<file path="src/rtl/spi_pkg.sv">
// Shared types and helpers for the SPI slave frame sequencer.
// Frames are 8 or 16 bits wide, and the R/Wn flag is the MSB of the command frame.
package spi_pkg;

  typedef enum logic [1:0] {StIdle, StCmd, StData, StHold} state_e;

  localparam logic [3:0] LEN_8B  = 4'd7;
  localparam logic [3:0] LEN_16B = 4'd15;

  // R/Wn sits at the frame MSB, so its position follows LEN.
  function automatic logic [3:0] cmd_rw_bit(input logic [3:0] len);
    return len;
  endfunction

  function automatic logic len_legal(input logic [3:0] len);
    return (len == LEN_8B) || (len == LEN_16B);
  endfunction

endpackage

</file>
<file path="src/rtl/spi_bit_counter.sv">
// Per-frame bit counter. It flags the last bit of a frame and produces the
// MISO bit index for the TX word.
module spi_bit_counter (
  input  logic       sclk_sample,
  input  logic       rst,
  input  logic       clr_i,
  input  logic       cnt_en_i,
  input  logic [3:0] len_i,
  output logic [4:0] bit_cnt_o,
  output logic       frame_end_o,
  output logic [3:0] tx_idx_o
);

  logic [4:0] cnt_q;

  assign bit_cnt_o   = cnt_q;
  assign frame_end_o = cnt_en_i && (cnt_q == {1'b0, len_i});
  // Modulo-16 subtraction is intentional.
  assign tx_idx_o    = len_i - cnt_q[3:0];

  always_ff @(posedge sclk_sample or posedge rst) begin
    if (rst) begin
      cnt_q <= '0;
    end else if (clr_i || frame_end_o) begin
      cnt_q <= '0;
    end else if (cnt_en_i) begin
      cnt_q <= cnt_q + 5'd1;
    end
  end

endmodule

</file>
<file path="src/rtl/spi_slave_frame_seq.sv">
// SPI slave frame sequencer. It decodes a command frame, then runs the data frames
// and emits toggle-coded cmd/write/read-prefetch events toward the system clock domain.
module spi_slave_frame_seq #(
  parameter int unsigned DW        = 16,
  parameter int unsigned AW        = 7,
  parameter int unsigned MAX_BURST = 8
) (
  input  logic          sclk_sample,
  input  logic          rst,
  input  logic          i_CSn,
  input  logic          i_MOSI,
  input  logic [3:0]    LEN,
  input  logic          i_auto_inc,
  output logic [DW-1:0] o_rx_word,
  output logic [3:0]    o_tx_idx,
  output logic [AW-1:0] o_addr,
  output logic          o_rw,
  output logic          o_cmd_tgl,
  output logic          o_wr_tgl,
  output logic          o_rd_tgl,
  output logic          o_err_len,
  output logic          o_burst_ovf
);
  import spi_pkg::*;

  localparam int unsigned BW = $clog2(MAX_BURST + 1);

  state_e        state_q;
  logic [DW-1:0] shift_q;
  logic [BW-1:0] burst_q;
  logic          inc_pend_q;

  logic [4:0]    bit_cnt;
  logic          frame_end;
  logic          len_ok;
  logic          frame_start;
  logic          start_block;
  logic          shift_en;
  logic [DW-1:0] len_mask;
  logic [DW-1:0] frame_word;

  always_comb begin
    len_ok      = len_legal(LEN);
    frame_start = !i_CSn && ((state_q == StIdle) ||
                             ((state_q == StData) && (bit_cnt == 5'd0)));
    start_block = frame_start &&
                  (!len_ok || ((state_q == StData) && (burst_q == BW'(MAX_BURST))));
    shift_en    = !i_CSn && (state_q != StHold) && !start_block;
    len_mask    = '0;
    for (int unsigned i = 0; i < DW; i++) begin
      len_mask[i] = (i <= 32'(LEN));
    end
    frame_word  = {shift_q[DW-2:0], i_MOSI} & len_mask;
  end

  spi_bit_counter u_bit_counter (
    .sclk_sample (sclk_sample),
    .rst         (rst),
    .clr_i       (i_CSn),
    .cnt_en_i    (shift_en),
    .len_i       (LEN),
    .bit_cnt_o   (bit_cnt),
    .frame_end_o (frame_end),
    .tx_idx_o    (o_tx_idx)
  );

  always_ff @(posedge sclk_sample or posedge rst) begin
    if (rst) begin
      state_q     <= StIdle;
      shift_q     <= '0;
      burst_q     <= '0;
      inc_pend_q  <= 1'b0;
      o_rx_word   <= '0;
      o_addr      <= '0;
      o_rw        <= 1'b0;
      o_cmd_tgl   <= 1'b0;
      o_wr_tgl    <= 1'b0;
      o_rd_tgl    <= 1'b0;
      o_err_len   <= 1'b0;
      o_burst_ovf <= 1'b0;
    end else begin
      // The target address is held through the event edge, and the increment lands one edge later.
      inc_pend_q <= 1'b0;
      if (inc_pend_q) begin
        o_addr <= o_addr + AW'(1);
      end
      if (shift_en) begin
        shift_q <= {shift_q[DW-2:0], i_MOSI};
      end
      if (i_CSn) begin
        state_q <= StIdle;
      end else begin
        unique case (state_q)
          StIdle: begin
            if (!len_ok) begin
              o_err_len <= 1'b1;
              state_q   <= StHold;
            end else begin
              state_q <= StCmd;
            end
          end
          StCmd: begin
            if (frame_end) begin
              o_rx_word <= frame_word;
              o_rw      <= frame_word[cmd_rw_bit(LEN)];
              o_addr    <= frame_word[AW-1:0];
              o_cmd_tgl <= ~o_cmd_tgl;
              if (frame_word[cmd_rw_bit(LEN)]) begin
                o_rd_tgl <= ~o_rd_tgl;
              end
              burst_q <= '0;
              state_q <= StData;
            end
          end
          StData: begin
            if (start_block) begin
              if (!len_ok) begin
                o_err_len <= 1'b1;
              end else begin
                o_burst_ovf <= 1'b1;
              end
              state_q <= StHold;
            end else if (frame_end) begin
              o_rx_word <= frame_word;
              if (o_rw) begin
                o_rd_tgl <= ~o_rd_tgl;
              end else begin
                o_wr_tgl <= ~o_wr_tgl;
              end
              burst_q    <= burst_q + BW'(1);
              inc_pend_q <= i_auto_inc;
            end
          end
          StHold: ;
          default: state_q <= StIdle;
        endcase
      end
    end
  end

endmodule

</file>
<file path="config.mk">
export PLATFORM = sky130hd
export DESIGN_NAME = spi_slave_frame_seq
export DESIGN_NICKNAME = d
export VERILOG_FILES = /design/src/rtl/spi_pkg.sv /design/src/rtl/spi_bit_counter.sv /design/src/rtl/spi_slave_frame_seq.sv
export SDC_FILE = /design/constraint.sdc
export NUM_CORES = 1
export LEC_CHECK = 0
export CORE_MARGIN = 2
export CORE_UTILIZATION = 35
export CTS_CLUSTER_DIAMETER = 50
export DETAILED_ROUTE_END_ITERATION = 8
export SKIP_CTS_REPAIR_TIMING = 1
export SYNTH_ARGS = -nofsm -noshare
export SYNTH_HDL_FRONTEND = slang
export SYNTH_SLANG_ARGS = --single-unit
</file>
<file path="constraint.sdc">
create_clock -name sclk_sample -period 3.25 [get_ports sclk_sample]
set_input_delay 0.65 -clock sclk_sample [delete_from_list [all_inputs] [get_ports sclk_sample]]
set_output_delay 0.65 -clock sclk_sample [all_outputs]
set_load 0.01 [all_outputs]
</file>
Word-level counts from Yosys, hierarchy flattened:

Cells that the tools add are included.

* add/subtract/negate cells: 4
* order comparisons: 16
* eq/ne operators: 15
* multiplexer cells: 33
* bitwise logic cells: 7
* reductions and logical operators: 28

Operator list (count)
* $le A4 B4 Y1 const A: 8
* $mux W16: 2
* $pmux W16 S2: 1
* $mux W7: 4
* $and A16 B16 Y16: 1
* $le A3 B4 Y1 const A: 4
* $mux W1: 12
* $mux W4: 3
* $reduce_and A3 Y1: 4
* $mux W5: 2
* $ne A2 B2 Y1 const B: 5
* $reduce_and A5 Y1: 2
* $eq A4 B4 Y1 const B: 2
* $le A2 B4 Y1 const A: 2
* $mux W2: 4
* $pmux W4 S2: 1
* $add A7 B1 Y7 const B: 1
* $logic_and A1 B1 Y1: 7
* $reduce_and A7 Y1: 1
* $not A1 Y1: 6
* $pmux W2 S3: 1
* $reduce_bool A2 Y1: 3
* $add A5 B1 Y5 const B: 1
* $eq A5 B4 Y1: 1
* 18 further kinds: 25

* register bits after elaboration: 56
* input port bits: 9
* output and inout port bits: 33
* logic and storage cells: 116

Logic depth before layout (Yosys ltp):

Gate-level depths: netlist of run 1.

* depth in word-level cells: 12
* depth in mapped cells: 10
* gate-level depth less buffers: 7

Hierarchy:

A second synthesis of run 1 with hierarchy kept.

* cells, all modules: 282
* area total of the unflattened synthesis: 2989.1 µm²

Modules (own cells, without submodules)
* spi_slave_frame_seq: instances 1, cells each 240, area an instance 2585.0 µm², sequential area each 1276.2 µm²
* spi_bit_counter: instances 1, cells each 42, area an instance 404.1 µm², sequential area each 125.1 µm²

Worst setup path before layout of run 1:

No wires, ideal clock.

* path type: input to register
* start point: input LEN[0]
* end point: register o_rx_word[0]
* library setup time: 0.125 ns
* data arrival time: 2.314 ns
* data required time: 3.125 ns
* path slack: 0.811 ns
* cell stages on the path: 9
* path buffers: 2
* path through: buf_2 -> inv_1 -> ha_1 -> nand4b_1 -> nor2_1 -> o211ai_1 -> buf_4 -> nor2_4 -> mux2_2

* cells in the longest elaborated chain, start to end: 11
* elaborated cells on any way between the ends: 15
* those cells by class: eq/ne: 4; mux: 3; reduce/logical: 8

RTL lines
* start: declaration: RTL line spi_slave_frame_seq.sv:12 `input logic [3:0] LEN,`
* $eq A4 B3 Y1 or $eq A4 B4 Y1 (tied branches): RTL line spi_pkg.sv:16 `return (len == LEN_8B) || (len == LEN_16B);`
* $logic_or A1 B1 Y1: RTL line spi_pkg.sv:16
* $logic_not A1 Y1
* $logic_or A1 B1 Y1: RTL line spi_slave_frame_seq.sv:47 `(!len_ok || ((state_q == StData) && (burst_q == BW'(MAX_BURST))));`
* $logic_and A1 B1 Y1: RTL line spi_slave_frame_seq.sv:46 `start_block = frame_start &&`
* $logic_not A1 Y1: RTL line spi_slave_frame_seq.sv:48 `shift_en = !i_CSn && (state_q != StHold) && !start_block;`
* $logic_and A1 B1 Y1: RTL line spi_slave_frame_seq.sv:48
* $logic_and A1 B1 Y1: RTL line spi_bit_counter.sv:17 `assign frame_end_o = cnt_en_i && (cnt_q == {1'b0, len_i});`
* $mux W16 (2 in a row)
* $pmux W16 S2
* end signal: assignment: RTL line spi_slave_frame_seq.sv:104 `o_rx_word <= frame_word;`
* end signal: assignment: RTL line spi_slave_frame_seq.sv:124 `o_rx_word <= frame_word;`
* end: declaration: RTL line spi_slave_frame_seq.sv:14 `output logic [DW-1:0] o_rx_word,`

Several ways; a longest one is shown, not always the timed one. The select of a mux whose other input is x is not followed.
A chain may end at the register's enable or synchronous reset.

Final worst setup path of run 1:

* start point: input LEN[0]
* end point: output o_tx_idx[3]

* cells in the longest elaborated chain, start to end: 1

RTL lines
* $sub A4 B4 Y4: RTL line spi_bit_counter.sv:19 `assign tx_idx_o = len_i - cnt_q[3:0];`
* end: declaration: RTL line spi_slave_frame_seq.sv:15 `output logic [3:0] o_tx_idx,`

No other way between the ends.

==> results of run 1 <==
-- sequential cells by signal, summed over array words and instances, names as in the netlist, 2 cells and up --
register and count:
o_rx_word 16, shift_q 15, o_addr 7, u_bit_counter.bit_cnt_o 5, burst_q 4, state_q 2
-- cells by family after synthesis --
kind of cell | Yosys count | synth area share, %
adder cells (fa/ha/maj) | 14 | 5.831
AND/OR/NAND/NOR | 56 | 9.505
XOR/XNOR | 15 | 4.193
multiplexers | 40 | 15.66
flip-flops | 56 | 44.73
AO/OA/AOI/OAI | 66 | 15.66
buffers and inverters | 33 | 4.433
-- layer usage --
metal	vias to the layer above	wire, µm	part of all wire (%)	GRT usage [%]
met5	-	0	0	0
met4	0	80	1.1	4.004
met3	8	240	3.3	2.979
met2	39	3566	49	26.27
met1	1185	3435	47	21.74
li1	1121	-	-	-
-- worst max path at each step --
stage                      start                  endpoint  slack [ns]
after floorplan           LEN[0]  o_rx_word[0]$_DFFE_PP0P_        0.81
after global placement    LEN[0]               o_tx_idx[3]        0.02
after detailed placement  LEN[0]               o_tx_idx[3]        0.02
after CTS                 LEN[0]               o_tx_idx[3]        0.02
after global routing      LEN[0]  o_rx_word[6]$_DFFE_PP0P_        0.27
final                     LEN[0]               o_tx_idx[3]        0.41
-- cell type report --
class	instances	area, µm²	area share [%]
clock buffer	6	72.57	1.890
clock inverter	2	35.03	0.9126
inverter	15	56.30	1.467
multi-input combinational	191	1593	41.49
sequential	56	1401	36.51
tap	108	135.1	3.520
timing repair buffer	58	545.5	14.21
-- metrics by stage --
stage / total power [W] / setup slack (ns) / hold slack [ns] / area [µm²]
5_1_grt: 0.002835 / 0.2707 / 0.5070 / 3839
6_report: 0.002645 / 0.4090 / 0.4796 / 3839
2_1_floorplan: 0.001788 / 0.8113 / 0.4972 / 3133
3_3_place_gp: 0.002181 / 0.01687 / 0.4647 / 3724
3_5_place_dp: 0.002208 / 0.02423 / 0.4646 / 3724
4_1_cts: 0.002672 / 0.01805 / 0.4831 / 3831
-- Yosys cell counts (5+ instances only) --
master	number	area, µm²
xnor2_1	7	61.31
mux2_2	32	360.4
o21ai_0	14	70.07
clkbuf_1	10	37.54
nor2_1	13	48.80
nand4_1	5	31.28
o31ai_1	9	67.56
inv_1	15	56.30
nor3_1	5	25.02
dfrtp_1	56	1401
buf_2	6	30.03
xor2_1	8	70.07
nand2_1	11	41.29
ha_1	13	162.7
a21oi_1	5	25.02
o211ai_1	6	45.04
-- power by group through the flow --
stage               Sequential (W)  Clock (W)  Combinational (W)
finish                     0.00106   0.000455            0.00113
global route               0.00110   0.000500            0.00123
CTS                        0.00106   0.000471            0.00114
detailed placement         0.00107          0            0.00113
global placement           0.00107          0            0.00111
floorplan                  0.00105          0           0.000734
==> metrics.csv, run 1 <==
stage;metric;value;unit
pwr;clock power share;17.2;%
worst_setup_path;CP top delay family;buffers and inverters;
pwr;Cell Int Power;0.001705;W
timing;Hold Violations, Final;0;
synth;Async S/R FF share, synth;100.0;%
worst_setup_path;r2r startpoint;state_q[0]$_DFFE_PP0P_;
worst_setup_path;worst endpoint data arrival time;2.19;ns
placement;placed insts;428;
detailed_routing;vias per inst;5.397;
detailed_routing;drc violations;0;
timing;# setup viols final;0;
worst_setup_path;WP depth;8;
timing;Worst slew margin;42.11;%
final_layout;Final #Nets;350;
pwr;Sw Share;35.55;%
worst_setup_path;maximum fanout along the worst path;2;
synth;synthesized area per cell;11.19;µm²
die;# rows;34;
pwr;Power Density;689.2;nW/µm²
synth;post-synthesis sequential area ratio;44.73;%
grt;number of global-route vias before repair;2465;
worst_setup_path;CP peak stage delay;0.46;ns
hold_path;hold depth;1;
timing;fmax;352.0;MHz
timing;RSZ-0062 raised after global routing;no;
timing;Tightest Pin Transition;0.8670;ns
pwr;Reg power frac;40.2;%
detailed_routing;Wirelength per Cell;16.79;µm
grt;largest net degree at the start of global routing;42;
worst_setup_path;flop-to-flop setup slack;0.59;ns
clock_tree;Longest Clk Path Bufs;2;
grt;grt ovf;0;
die;core area;8721;µm²
worst_setup_path;Critical R2R Capture;burst_q[2]$_DFFE_PP0P_;
detailed_routing;WL final;7.322;mm
worst_setup_path;CP Cell Sequence;clkdlybuf4s50_1, inv_1, ha_1, inv_1, a21o_1, a21oi_1, xor2_1, dlymetal6s2s_1;
final_layout;Final Util;44.02;%
grt;GRT Util Overall;15.91;%
hold_path;worst min-delay path startpoint;o_wr_tgl$_DFFE_PP0P_;
placement;gpl congestion;0.8295;
pwr;Leak;1.738;nW
placement;detailed placement HPWL;5.301;mm
timing;Setup TNS;0;ns
final_layout;Finished Layout Cells;436;
final_layout;share of cells above drive strength 1;20.73;%
clock_tree;CTS Buf Count;5;
detailed_routing;routed vias;2353;
flow_run;Max Cap Viol;0;
pwr;Worst IR Drop VDD;0.2652;mV
synth;ys flop type;dfrtp_1;
final_layout;fill cell count;835;
worst_setup_path;CP bufs+invs;4;
die;die area;9724;µm²
timing;skew final;0.005170;ns
synth;post-synth net total;303;
final_layout;most common cell after layout, fill and taps aside;dfrtp_1;
timing;post-route minimum period;2.841;ns
worst_setup_path;Worst R2R Path Depth;9;
synth;Synth Instances;280;
clock_tree;Clock transition at path regs;0.10;ns
clock_tree;clk root buf;clkbuf_8;
grt;first-pass GRT wire length;12.64;mm
final_layout;commonest cells after routing, fill and taps aside;dfrtp_1, clkdlybuf4s50_1, mux2_2;
synth;Syn Std Cell Area;3133;µm²
detailed_routing;DRT antenna net count;0;
clock_tree;CTS tree;done;
die;Die Span X;98.61;µm
clock_tree;clock sinks;56;
timing;crit share post-route;87.42;%
grt;antenna violations before repair;0;
worst_setup_path;CP Launch Type;primary input;
timing;Final Max Tran Viols;0;
worst_setup_path;Worst Path Required;2.60;ns
hold_path;worst min path class;flop to flop;
worst_setup_path;worst setup path class;primary input to output port;
synth;number of enable flip-flop cells after synthesis;0;
die;Initial Util;35.93;%
synth;Synthesis Warnings;0;
detailed_routing;Pre-antenna DRT Iters;5;
placement;I/O Buffers;41;
die;I/O pins;42;
clock_tree;Worst-Skew Late Latency;0.31;ns
die;die height;98.61;µm
pwr;power share of the combinational group;42.6;%
worst_setup_path;CP max-delay cell;clkdlybuf4s50_1;
synth;Synth Register Bits;56;
detailed_routing;initial drt markers;115;
run_status;status;finished, final reports clean;
pwr;Net Sw Power;0.0009404;W
final_layout;area added between synthesis and finish;22.52;%
final_layout;Diodes inserted;0;
worst_setup_path;nature of the critical path endpoint;output port;
synth;Synth cell types;52;
hold_path;WHS Endpoint;o_wr_tgl$_DFFE_PP0P_;
worst_setup_path;CP most frequent cell;inv_1;
clock_tree;depth of the CTS H-tree;2;
Power figures use the tool's default switching activity.
==> run 2: changes to the inputs <==
--- a/config.mk
+++ b/config.mk
@@ -5,6 +5,7 @@
 export SDC_FILE = /design/constraint.sdc
 export NUM_CORES = 1
 export LEC_CHECK = 0
+export CAP_MARGIN = 30
 export CORE_MARGIN = 2
 export CORE_UTILIZATION = 35
 export CTS_CLUSTER_DIAMETER = 50
==> results of run 2 <==
The final DEF is identical to that of run 1; final timing and power are the same.
==> run 3: changes to the inputs <==
--- a/config.mk
+++ b/config.mk
@@ -14,3 +14,4 @@
 export SYNTH_ARGS = -nofsm -noshare
 export SYNTH_HDL_FRONTEND = slang
 export SYNTH_SLANG_ARGS = --single-unit
+export TNS_END_PERCENT = 5
==> results of run 3 <==
The final DEF is identical to that of run 1; final timing and power are the same.
